File: src/rtl/arrow_shot_ctrl_if.sv
// Signal bundle between keyboard/collision logic, arrow_shot_ctrl and the arrow mover.
// master drives the raw key/frame/feedback inputs; slave is the shot controller.
interface arrow_shot_ctrl_if;
  logic        keyShoot;
  logic        startOfFrame;
  logic [10:0] arrowTopY;
  logic        ballHit;
  logic        spacePress;
  logic        crash;
  logic        arrowActive;
  logic [7:0]  shotCount;
  logic [7:0]  hitCount;

  modport master (
    output keyShoot, startOfFrame, arrowTopY, ballHit,
    input  spacePress, crash, arrowActive, shotCount, hitCount
  );

  modport slave (
    input  keyShoot, startOfFrame, arrowTopY, ballHit,
    output spacePress, crash, arrowActive, shotCount, hitCount
  );
endinterface

File: src/rtl/arrow_shot_ctrl.sv
// Shot control in front of the arrow mover: launch/terminate pulses, one arrow in flight, cooldown.
// Optional macro ARROW_AUTOFIRE_EN: a held key keeps firing whenever the controller is READY.
module arrow_shot_ctrl #(
  parameter logic [10:0] CEIL_Y          = 11'd8,
  parameter int unsigned COOLDOWN_FRAMES = 4,
  parameter int unsigned SETTLE_CYCLES   = 2
) (
  input  logic              clk,
  input  logic              resetN,
  arrow_shot_ctrl_if.slave  bus
);

  localparam int unsigned COOL_W   = 4;
  localparam int unsigned SETTLE_W = 4;
  localparam int unsigned CNT_W    = 8;
  localparam int unsigned Y_W      = 11;

  typedef enum logic [1:0] {
    S_READY    = 2'd0,
    S_FLYING   = 2'd1,
    S_COOLDOWN = 2'd2
  } state_t;

  state_t              state_q, state_d;
  logic                key_q;
  logic [SETTLE_W-1:0] settle_q, settle_d;
  logic [COOL_W-1:0]   cool_q, cool_d;
  logic                space_q, space_d;
  logic                crash_q, crash_d;
  logic                active_q, active_d;
  logic [CNT_W-1:0]    shot_q, shot_d;
  logic [CNT_W-1:0]    hit_q, hit_d;

  logic settled;
  logic ball_hit;
  logic ceil_hit;
  logic fire;

  // Ceiling and ball checks are masked while the mover is still loading the new Y.
  assign settled  = (settle_q == '0);
  assign ball_hit = bus.ballHit & settled;
  assign ceil_hit = bus.startOfFrame & settled &
                    ((bus.arrowTopY <= CEIL_Y) | bus.arrowTopY[Y_W-1]);

`ifdef ARROW_AUTOFIRE_EN
  // armed_q remembers that the key has been seen released at least once since reset.
  logic armed_q;

  always_ff @(posedge clk or negedge resetN) begin
    if (!resetN) begin
      armed_q <= 1'b0;
    end else if (!key_q) begin
      armed_q <= 1'b1;
    end
  end

  assign fire = bus.keyShoot & (armed_q | ~key_q);
`else
  assign fire = bus.keyShoot & ~key_q;
`endif

  always_ff @(posedge clk or negedge resetN) begin
    if (!resetN) begin
      state_q  <= S_READY;
      key_q    <= 1'b1;
      settle_q <= '0;
      cool_q   <= '0;
      space_q  <= 1'b0;
      crash_q  <= 1'b0;
      active_q <= 1'b0;
      shot_q   <= '0;
      hit_q    <= '0;
    end else begin
      state_q  <= state_d;
      key_q    <= bus.keyShoot;
      settle_q <= settle_d;
      cool_q   <= cool_d;
      space_q  <= space_d;
      crash_q  <= crash_d;
      active_q <= active_d;
      shot_q   <= shot_d;
      hit_q    <= hit_d;
    end
  end

  always_comb begin
    state_d  = state_q;
    settle_d = settled ? settle_q : settle_q - SETTLE_W'(1);
    cool_d   = cool_q;
    space_d  = 1'b0;
    crash_d  = 1'b0;
    shot_d   = shot_q;
    hit_d    = hit_q;

    unique case (state_q)
      S_READY: begin
        if (fire) begin
          state_d  = S_FLYING;
          space_d  = 1'b1;
          settle_d = SETTLE_W'(SETTLE_CYCLES);
          if (shot_q != '1) shot_d = shot_q + CNT_W'(1);
        end
      end
      S_FLYING: begin
        if (ball_hit || ceil_hit) begin
          state_d = S_COOLDOWN;
          crash_d = 1'b1;
          cool_d  = COOL_W'(COOLDOWN_FRAMES);
          if (ball_hit && (hit_q != '1)) hit_d = hit_q + CNT_W'(1);
        end
      end
      S_COOLDOWN: begin
        if (cool_q == '0) begin
          state_d = S_READY;
        end else if (bus.startOfFrame) begin
          cool_d = cool_q - COOL_W'(1);
        end
      end
      default: state_d = S_READY;
    endcase

    active_d = (state_d == S_FLYING);
  end

  assign bus.spacePress  = space_q;
  assign bus.crash       = crash_q;
  assign bus.arrowActive = active_q;
  assign bus.shotCount   = shot_q;
  assign bus.hitCount    = hit_q;

endmodule

File: src/flat_wrapper.sv
// flat-port wrapper written by rule: the top's interface ports become plain ports
module arrow_shot_ctrl_flat 
#(
  parameter logic [10:0] CEIL_Y          = 11'd8,
  parameter int unsigned COOLDOWN_FRAMES = 4,
  parameter int unsigned SETTLE_CYCLES   = 2
)
  (clk, resetN, bus_keyShoot, bus_startOfFrame, bus_arrowTopY, bus_ballHit, bus_spacePress, bus_crash, bus_arrowActive, bus_shotCount, bus_hitCount);
  arrow_shot_ctrl_if bus_i ();
  input  logic clk;
  input  logic resetN;
  input wire logic [$bits(bus_i.keyShoot)-1:0] bus_keyShoot;
  input wire logic [$bits(bus_i.startOfFrame)-1:0] bus_startOfFrame;
  input wire logic [$bits(bus_i.arrowTopY)-1:0] bus_arrowTopY;
  input wire logic [$bits(bus_i.ballHit)-1:0] bus_ballHit;
  output wire logic [$bits(bus_i.spacePress)-1:0] bus_spacePress;
  output wire logic [$bits(bus_i.crash)-1:0] bus_crash;
  output wire logic [$bits(bus_i.arrowActive)-1:0] bus_arrowActive;
  output wire logic [$bits(bus_i.shotCount)-1:0] bus_shotCount;
  output wire logic [$bits(bus_i.hitCount)-1:0] bus_hitCount;
  assign bus_i.keyShoot = bus_keyShoot;
  assign bus_i.startOfFrame = bus_startOfFrame;
  assign bus_i.arrowTopY = bus_arrowTopY;
  assign bus_i.ballHit = bus_ballHit;
  assign bus_spacePress = bus_i.spacePress;
  assign bus_crash = bus_i.crash;
  assign bus_arrowActive = bus_i.arrowActive;
  assign bus_shotCount = bus_i.shotCount;
  assign bus_hitCount = bus_i.hitCount;
  arrow_shot_ctrl #(.CEIL_Y(CEIL_Y), .COOLDOWN_FRAMES(COOLDOWN_FRAMES), .SETTLE_CYCLES(SETTLE_CYCLES)) u_core (.clk(clk), .resetN(resetN), .bus(bus_i));
endmodule
File: config.mk
export PLATFORM = sky130hd
export DESIGN_NAME = arrow_shot_ctrl_flat
export DESIGN_NICKNAME = d
export VERILOG_FILES = /design/src/rtl/arrow_shot_ctrl_if.sv /design/src/rtl/arrow_shot_ctrl.sv /design/src/flat_wrapper.sv
export SDC_FILE = /design/constraint.sdc
export NUM_CORES = 1
export LEC_CHECK = 0
export BUFFER_PORTS_ARGS = -buffer_cell sky130_fd_sc_hd__buf_2
export CAP_MARGIN = 20
export CORE_MARGIN = 2
export CORE_UTILIZATION = 35
export DETAILED_ROUTE_END_ITERATION = 16
export PLACE_DENSITY = 0.64
export SYNTH_ARGS = -nofsm -noshare
export SYNTH_HDL_FRONTEND = slang
export SYNTH_SLANG_ARGS = --single-unit
File: constraint.sdc
create_clock -name clk -period 4.8 [get_ports clk]
set_input_delay 0 -clock clk [delete_from_list [all_inputs] [get_ports clk]]
set_output_delay 0 -clock clk [all_outputs]
set_load 0.02 [all_outputs]
==> impl_metrics.csv, run 1 <==
group,metric,value,unit
clock_tree,cts_root_buf,"clkbuf_8",
timing,worst_slew_pin_slew,0.670,ns
routing,vias_per_cell,5.12,
critical_path,worst-r2r-cell-count,6,
timing,finalCritPeriodShare,43.5,%
critical_path,startpoint_type,"register",
synthesis,yosysWarnings,0,
critical_path,slowest_stage,"a2111oi_4",
synthesis,avgSynthCellArea,10.8,um2
routing,highest_layer,"met4",
routing,ant_nets,0,
critical_path,critPathKind,"register to register",
clock_tree,cts_hold_buf,2,
global_routing,grt_overflow,0,
global_routing,grt_pass1_vias,1167,
timing,rsz0062_at_grt,"false",
critical_path,cp_max_fo,5,
routing,dr_wl_met2,1.59,mm
status,outcome,"complete, no violations",
clock_tree,cts.repair.resized,0,
timing,final-hold-violation-count,0,
worst_hold_path,hp-class,"input port to register",
floorplanning,coreArea,0.00406,mm2
clock_tree,cts_buffers,5,
timing,layout_setup_ws,2.71,ns
critical_path,reg2reg_from,"u_core.settle_q[0]",
clock_tree,h-tree-depth,2,
synthesis,synth.net_count,159,
synthesis,synth_cell_type_count,41,
place,gp_congestion,0.745,
critical_path,r2r_slack,2.71,ns
cells_and_area,final_common_cell,"buf_2",
timing,max_freq,0.479,GHz
routing,wl,3.09,mm
timing,fin_crit,2.09,ns
synthesis,synth_edf_count,0,
timing,finalSetupTns,0,ns
timing,drv_slew,0,
synthesis,async_flop_share,100,%
clock_tree,clock_sinks,30,
cells_and_area,final_layout_size_suffix_gt1_share,30.0,%
critical_path,worstPathRequired,4.95,ns
flow_run,cap_viol_max_count,0,
pwr,ir_worst_vdd,0.216,mV
floorplanning,ios,35,
clock_tree,clk_pin_slew_worst_paths,0.06,ns
cells_and_area,mostFrequentLayoutCells,"34 x buf_2, 29 x dfrtp_1, 15 x nand2_1, 11 x nor2_1",
synthesis,syn_inst,138,
routing,routedWlPerCell,13.4,um
timing,finalSetupViolCount,0,
worst_hold_path,whs_path_depth,3,
cells_and_area,postLayoutCoreUtil,46.3,%
synthesis,post_synth_instance_area,0.00149,mm2
clock_tree,post-cts-setup-buffers,0,
synthesis,ys_seq_area_share,50.5,%
routing,m1WireLength,1.36,mm
synthesis,synthFlopType,"dfrtp_1",
global_routing,antenna_found_initial,0,
timing,clock_skew,0.00368,ns
worst_hold_path,min_to,"u_core.bus.crash",
routing,route.detailed.drc,0,
cells_and_area,n_antenna_cell,0,
floorplanning,initial_utilization,36.7,%
clock_tree,clockBufferDepth,2,
place,dp_hpwl,2.23,mm
cells_and_area,nNetsFinal,200,
synthesis,ys_seq_elements,30,
timing,slew_headroom,55.3,%
cells_and_area,syn2layout_area_growth,26.1,%
clock_tree,clkLatencyLatePin,0.28,ns
place,dp_slack,2.77,ns
floorplanning,fp.dieH,69.2,um
critical_path,r2r_end,"u_core.cool_q[0]",
worst_hold_path,hp-start,"bus_startOfFrame",
floorplanning,die_x,69.2,um
floorplanning,die_area,0.00479,mm2
routing,drt-pass1-iter-count,4,
clock_tree,cts_tree,"built",
pwr,cellLeakagePower,0.000935,uW
routing,vias,1177,
routing,first_iter_violations,40,
critical_path,arrival,2.24,ns
critical_path,path_cells,"inv_1 > ha_1 > nor3b_1 > nand2_1 > a2111oi_4 > o21ai_0",
floorplanning,rows,23,
global_routing,grt_max_degree,31,
global_routing,grt_pass1_wl,5.36,mm
global_routing,grt_usage,13.8,%
critical_path,crit_path_end_kind,"register",
place,port_buffers,34,
critical_path,cp_slowest_stage_delay,0.51,ns
cells_and_area,n_fill_cell,370,
routing,wl_met3,119,um
pwr,p_per_area,564,mW/mm2
[kinds of logic after synthesis]
logic type | Yosys count | synth area share [%]
buf+inv | 8 | 2.10
flops | 30 | 50.5
xor+xnor | 14 | 8.24
fa+ha+maj | 5 | 4.20
mux | 3 | 2.52
compound gates | 21 | 10.8
simple gates | 57 | 21.6
[routing by layer]
layer,GRT usage (%),up-vias
met4,4.36,0
met5,0,-
met3,4.07,4
met1,16.7,578
li1,-,576
met2,23.6,19
[stage by stage]
stage | instance area, um2 | std cells | total power (uW) | hold WS (ns)
finish | 1880 | 230 | 1060 | 0.126
global placement | 1710 | 220 | 724 | 0.0703
detailed placement | 1710 | 220 | 741 | 0.0737
global route | 1880 | 230 | 1130 | 0.142
CTS | 1880 | 230 | 1070 | 0.113
floorplan | 1490 | 138 | 635 | -0.296
[power breakdown]
group | switching [uW] | internal, uW
combinational | 194 | 139
clock | 95.6 | 221
sequential | 82.1 | 326
total | 372 | 687
[registers in the layout (all words and copies together) (netlist names)]
register	cells
u_core.bus.hitCount	8
u_core.bus.shotCount	8
u_core.cool_q	4
u_core.settle_q	4
u_core.state_q	2
u_core.bus.arrowActive	1
u_core.bus.crash	1
u_core.bus.spacePress	1
u_core.key_q	1
[critical path: cells and delay by family (launching register included)]
family	cells	cell delay (ns)
buf+inv	1	0.11
compound gates	2	0.67
simple gates	2	0.61
flops	1	0.38
fa+ha+maj	1	0.18
[final cells by class]
cell class,instances,area [um2],share of cell area (%)
Clock buffer,6,82.6,4.40
Clock inverter,2,60.1,3.20
Inverter,6,23.8,1.27
Multi-Input combinational cell,100,706,37.6
Sequential cell,30,752,40.1
Tap cell,50,62.6,3.33
Timing Repair Buffer,36,190,10.1
[worst max-delay path by stage]
stage	startpoint	endpoint	slack (ns)	cells after the start
after detailed placement	u_core.settle_q[0]	u_core.cool_q[0]	2.77	6
final	u_core.settle_q[0]	u_core.cool_q[0]	2.71	6
after CTS	u_core.settle_q[0]	u_core.cool_q[0]	2.76	6
after global routing	u_core.settle_q[0]	u_core.cool_q[0]	2.60	6
after floorplan	u_core.settle_q[0]	u_core.cool_q[0]	3.00	6
after global placement	u_core.settle_q[0]	u_core.cool_q[0]	2.88	6
[cell usage after synthesis, drive strengths merged (4+ instances only)]
cell,count,area [um2]
dfrtp,29,726
xnor2,7,61.3
nand3,6,30.0
o211ai,4,30.0
xor2,7,61.3
ha,5,62.6
inv,5,18.8
a31oi,6,37.5
nand2,15,56.3
nand4,4,31.3
nor3,4,20.0
nor2,11,41.3
Note: power is estimated with default switching activity, not from simulation.
==> run 2, diff against run 1 <==
--- a/config.mk
+++ b/config.mk
@@ -10,7 +10,7 @@
 export CORE_MARGIN = 2
 export CORE_UTILIZATION = 35
 export DETAILED_ROUTE_END_ITERATION = 16
-export PLACE_DENSITY = 0.64
+export PLACE_DENSITY = 0.66
 export SYNTH_ARGS = -nofsm -noshare
 export SYNTH_HDL_FRONTEND = slang
 export SYNTH_SLANG_ARGS = --single-unit
==> constraint.sdc (replaced) <==
create_clock -name clk -period 1.8 [get_ports clk]
set_input_delay 0 -clock clk [delete_from_list [all_inputs] [get_ports clk]]
set_output_delay 0 -clock clk [all_outputs]
set_load 0.02 [all_outputs]
==> impl_metrics.csv, run 2 (synthesis results as in run 1) <==
group,metric,value,unit
critical_path,cp_max_fo,4,
place,dp_hpwl,2.17,mm
cells_and_area,final_cells,244,
routing,ant_nets,0,
routing,route.detailed.drc,0,
global_routing,grt_busiest_layer,"met2",
worst_hold_path,hp-class,"input port to register",
routing,vias,1198,
critical_path,crit_path_end_kind,"register",
timing,drv_slew,0,
global_routing,grt_pass1_wl,5.25,mm
global_routing,met3_usage,4.65,%
pwr,cellLeakagePower,0.000996,uW
timing,finalSetupViolCount,0,
floorplanning,rows,23,
place,placed_cells,232,
flow_run,cap_viol_max_count,0,
clock_tree,cts_buffers,5,
timing,final-hold-violation-count,0,
pwr,ir_worst_vdd,0.997,mV
timing,finalCritPeriodShare,95.9,%
global_routing,grt_overflow,0,
timing,rsz0062_at_grt,"true",
global_routing,grt_pass1_vias,1159,
critical_path,arrival,1.89,ns
critical_path,path_cells,"or4b_4 > inv_4 > and3_4 > nand4_2 > mux2_4",
critical_path,startpoint_type,"register",
critical_path,critPathBufInv,1,
timing,max_freq,0.580,GHz
timing,slew_headroom,57.2,%
routing,drt-pass1-iter-count,4,
cells_and_area,mostFrequentLayoutCells,"34 x buf_2, 29 x dfrtp_1, 14 x nand2_1, 14 x buf_4, 11 x nor2_1",
place,port_buffers,34,
floorplanning,die_x,69.2,um
global_routing,grt_max_degree,31,
clock_tree,clock_sinks,30,
clock_tree,h-tree-depth,2,
timing,hold_slack,0.0670,ns
routing,vias_per_cell,4.91,
timing,clock_skew,0.00917,ns
global_routing,antenna_found_initial,0,
cells_and_area,n_antenna_cell,0,
floorplanning,fp.dieH,69.2,um
status,outcome,"complete, no violations",
clock_tree,clockBufferDepth,2,
timing,worst_slew_pin_slew,0.643,ns
pwr,p_per_area,1420,mW/mm2
critical_path,critPathKind,"register to register",
timing,fin_crit,1.73,ns
cells_and_area,nNetsFinal,214,
cells_and_area,postLayoutCoreUtil,48.7,%
cells_and_area,syn2layout_area_growth,32.8,%
clock_tree,cts_root_buf,"clkbuf_8",
global_routing,grt_use_met2,22.0,%
clock_tree,clkLatencyLatePin,0.28,ns
floorplanning,initial_utilization,36.7,%
routing,routedWlPerCell,12.0,um
cells_and_area,final_common_cell,"buf_2",
floorplanning,coreArea,0.00406,mm2
place,gp_congestion,0.868,
clock_tree,cts_tree,"built",
critical_path,slowest_stage,"or4b_4",
routing,wl,2.92,mm
global_routing,use_met1,17.6,%
clock_tree,clk_pin_slew_worst_paths,0.07,ns
critical_path,worstPathRequired,1.97,ns
floorplanning,ios,35,
critical_path,cpLargestDelayFamily,"simple AND/OR/NAND/NOR gates",
routing,first_iter_violations,35,
cells_and_area,final_layout_size_suffix_gt1_share,36.1,%
global_routing,grt_usage,13.8,%
floorplanning,die_area,0.00479,mm2
critical_path,cp_slowest_stage_delay,0.54,ns
[run 2: worst paths after layout]
check	startpoint	end	slack (ns)	depth (start not counted)
worst max-delay path	u_core.state_q[1]	u_core.bus.shotCount[6]	0.07	5
worst min-delay path	bus_ballHit	u_core.bus.crash	0.07	3
worst max register to register	u_core.state_q[1]	u_core.bus.shotCount[6]	0.07	5
worst min register to register	u_core.bus.hitCount[5]	u_core.bus.hitCount[5]	0.48	1
max in group asynchronous	resetN	u_core.state_q[1]	1.10	2
min in group asynchronous	resetN	u_core.bus.hitCount[3]	0.28	2
[run 2: through the flow]
step                      cell area (um2)  setup slack [ns]  power (uW)  TNS [ns]
after floorplan                      1490           0.00330        1690         0
after global placement               1800           0.00587        2060         0
after detailed placement             1800            -0.124        2080    -0.195
after CTS                            1950           0.00768        2800         0
after global routing                 1980           -0.0464        3030    -0.111
final                                1980            0.0747        2800         0
[run 2: layout make-up]
type,instances,area [um2]
Clock buffer,7,86.3
Clock inverter,1,30.0
Fill cell,384,2080
Inverter,6,25.0
Multi-Input combinational cell,100,726
Sequential cell,30,752
Tap cell,50,62.6
Timing Repair Buffer,50,295
[run 2: where the power goes]
group | switching [uW] | internal [uW]
sequential | 187 | 870
clock | 242 | 451
combinational | 558 | 495
[run 2: what timing repair did]
item | 4_1_cts | 5_1_grt
pin swaps | 1 | 2
endpoints found under the setup margin | 4 | 7
resized for setup | 1 | 5
hold buffers | 2 | 0
hold endpoints to repair | 30 | 0
buffers inserted | 0 | 2
[run 2: layer usage]
layer | share of wire (%) | vias to the layer above
met3 | 5.6 | 2
met5 | 0 | -
met2 | 48 | 27
li1 | - | 605
met1 | 45 | 564
met4 | 0.48 | 0
[run 2: tightest hold or removal path, delay by kind of cell]
family	cells	cell delay, ns
compound gates	1	0.10
buf+inv	1	0.11
simple gates	1	0.09
==> run 3, diff against run 2 <==
--- a/config.mk
+++ b/config.mk
@@ -5,9 +5,9 @@
 export SDC_FILE = /design/constraint.sdc
 export NUM_CORES = 1
 export LEC_CHECK = 0
-export BUFFER_PORTS_ARGS = -buffer_cell sky130_fd_sc_hd__buf_2
+export BUFFER_PORTS_ARGS = -buffer_cell sky130_fd_sc_hd__buf_4
 export CAP_MARGIN = 20
-export CORE_MARGIN = 2
+export CORE_MARGIN = 1
 export CORE_UTILIZATION = 35
 export DETAILED_ROUTE_END_ITERATION = 16
 export PLACE_DENSITY = 0.66
==> impl_metrics.csv, run 3 (synthesis results as in run 1) <==
group,metric,value,unit
critical_path,arrival,1.93,ns
pwr,clockPowerShare,20.2,%
clock_tree,clock_sinks,30,
clock_tree,cts_tree,"built",
timing,finalSetupViolCount,0,
timing,final-hold-violation-count,0,
routing,vias,1187,
global_routing,antenna_found_initial,0,
timing,drv_slew,0,
floorplanning,rows,23,
timing,layout_setup_ws,0.0897,ns
floorplanning,ios,35,
critical_path,startpoint_type,"register",
critical_path,crit_path_end_kind,"register",
clock_tree,cts_buffers,5,
pwr,seq_power_share,39.6,%
cells_and_area,postLayoutCoreUtil,50.5,%
routing,drt-pass1-iter-count,4,
routing,vias_per_cell,4.90,
timing,worst_slew_pin_slew,0.531,ns
floorplanning,initial_utilization,37.0,%
routing,ant_nets,0,
routing,wl,3.21,mm
place,dp_slack,-0.0707,ns
pwr,ir_worst_vdd,0.597,mV
global_routing,grt_max_degree,31,
global_routing,met3_usage,3.72,%
floorplanning,fp.dieH,67.2,um
cells_and_area,stdcell_area,0.00203,mm2
clock_tree,clk_pin_slew_worst_paths,0.07,ns
timing,clock_skew,0.00833,ns
critical_path,worstPathRequired,2.02,ns
routing,route.detailed.drc,0,
clock_tree,h-tree-depth,2,
timing,fin_crit,1.71,ns
clock_tree,clkLatencyLatePin,0.28,ns
place,placed_cells,231,
global_routing,grt_pass1_vias,1185,
global_routing,use_met1,18.9,%
global_routing,grt_usage,16.0,%
floorplanning,coreArea,0.00403,mm2
critical_path,cp_max_fo,5,
clock_tree,cts_root_buf,"clkbuf_8",
routing,first_iter_violations,34,
clock_tree,clockBufferDepth,2,
cells_and_area,n_antenna_cell,0,
global_routing,grt_busiest_layer,"met2",
pwr,cellLeakagePower,0.000990,uW
floorplanning,die_area,0.00452,mm2
cells_and_area,mostFrequentLayoutCells,"46 x buf_4, 29 x dfrtp_1, 14 x nand2_1, 11 x nor2_1",
global_routing,grt_use_met2,26.0,%
cells_and_area,syn2layout_area_growth,36.6,%
place,port_buffers,34,
timing,slew_headroom,64.4,%
place,placed_area,0.00188,mm2
flow_run,cap_viol_max_count,0,
pwr,combPwrFrac,40.3,%
cells_and_area,final_cells,242,
pwr,netSwitchingFraction,37.2,%
timing,max_freq,0.585,GHz
global_routing,grt_overflow,0,
critical_path,critPathKind,"register to register",
pwr,p_switching,1020,uW
global_routing,grt_pass1_wl,5.23,mm
floorplanning,die_x,67.2,um
pwr,p_per_area,1350,mW/mm2
worst_hold_path,hp-class,"input port to register",
cells_and_area,final_layout_size_suffix_gt1_share,37.0,%
place,dp_hpwl,2.35,mm
pwr,total_power,2740,uW
timing,finalCritPeriodShare,95.0,%
place,gp_congestion,0.867,
cells_and_area,nNetsFinal,212,
cells_and_area,final_common_cell,"buf_4",
pwr,p_int,1720,uW
status,outcome,"complete, no violations",
routing,routedWlPerCell,13.2,um
[run 3: per-layer routing]
layer / share of wire (%) / wire (um)
met1: 46 / 1470
met2: 49 / 1590
met3: 2.7 / 87
met4: 2.1 / 67
met5: 0 / 0
[run 3: power groups by stage]
stage	combinational (uW)	clock, uW	sequential (uW)
final	1110	554	1090
after global routing	1230	588	1120
after CTS	1080	569	1080
after detailed placement	1070	0	1090
after global placement	1030	0	1070
after floorplan	512	0	1180
[run 3: worst paths after layout]
check | start | slack [ns] | to | cells after the start
max in group asynchronous | resetN | 1.30 | u_core.key_q | 2
max | u_core.settle_q[0] | 0.09 | u_core.state_q[1] | 6
min | bus_startOfFrame | 0.06 | u_core.bus.crash | 3
min in group asynchronous | resetN | 0.17 | u_core.bus.shotCount[6] | 2
max reg2reg | u_core.settle_q[0] | 0.09 | u_core.state_q[1] | 6
min reg2reg | u_core.bus.hitCount[5] | 0.51 | u_core.bus.hitCount[5] | 1
[run 3: timing repair]
action	CTS	global route
endpoints found under the setup margin	4	8
endpoints found under the hold margin	31	0
buffers inserted	0	1
gates resized for setup	1	7
pin swaps	0	3
hold buffers	2	0
[run 3: layout make-up]
class | instances | area, um2
fillers | 356 | 2000
clock buffers | 7 | 86.3
flip-flops and latches | 30 | 752
clock inverters | 1 | 5.00
well taps | 50 | 62.6
repair buffers | 48 | 365
multi-input cells | 100 | 738
inverters | 6 | 23.8
[run 3: through the flow]
stage	TNS, ns	hold WS [ns]
2_1_floorplan	0	-0.296
3_3_place_gp	0	-0.0576
3_5_place_dp	-0.0707	-0.0511
4_1_cts	0	0.0871
5_1_grt	-0.0176	0.0617
6_report	0	0.0582
[run 3: worst max-delay path, stage by stage (launching register included)]
cell and delay [ns]:
dfrtp_1 0.39, inv_1 0.08, ha_2 0.19, nor3b_4 0.23, nand2_2 0.11, a2111oi_4 0.47
a31o_2 0.17
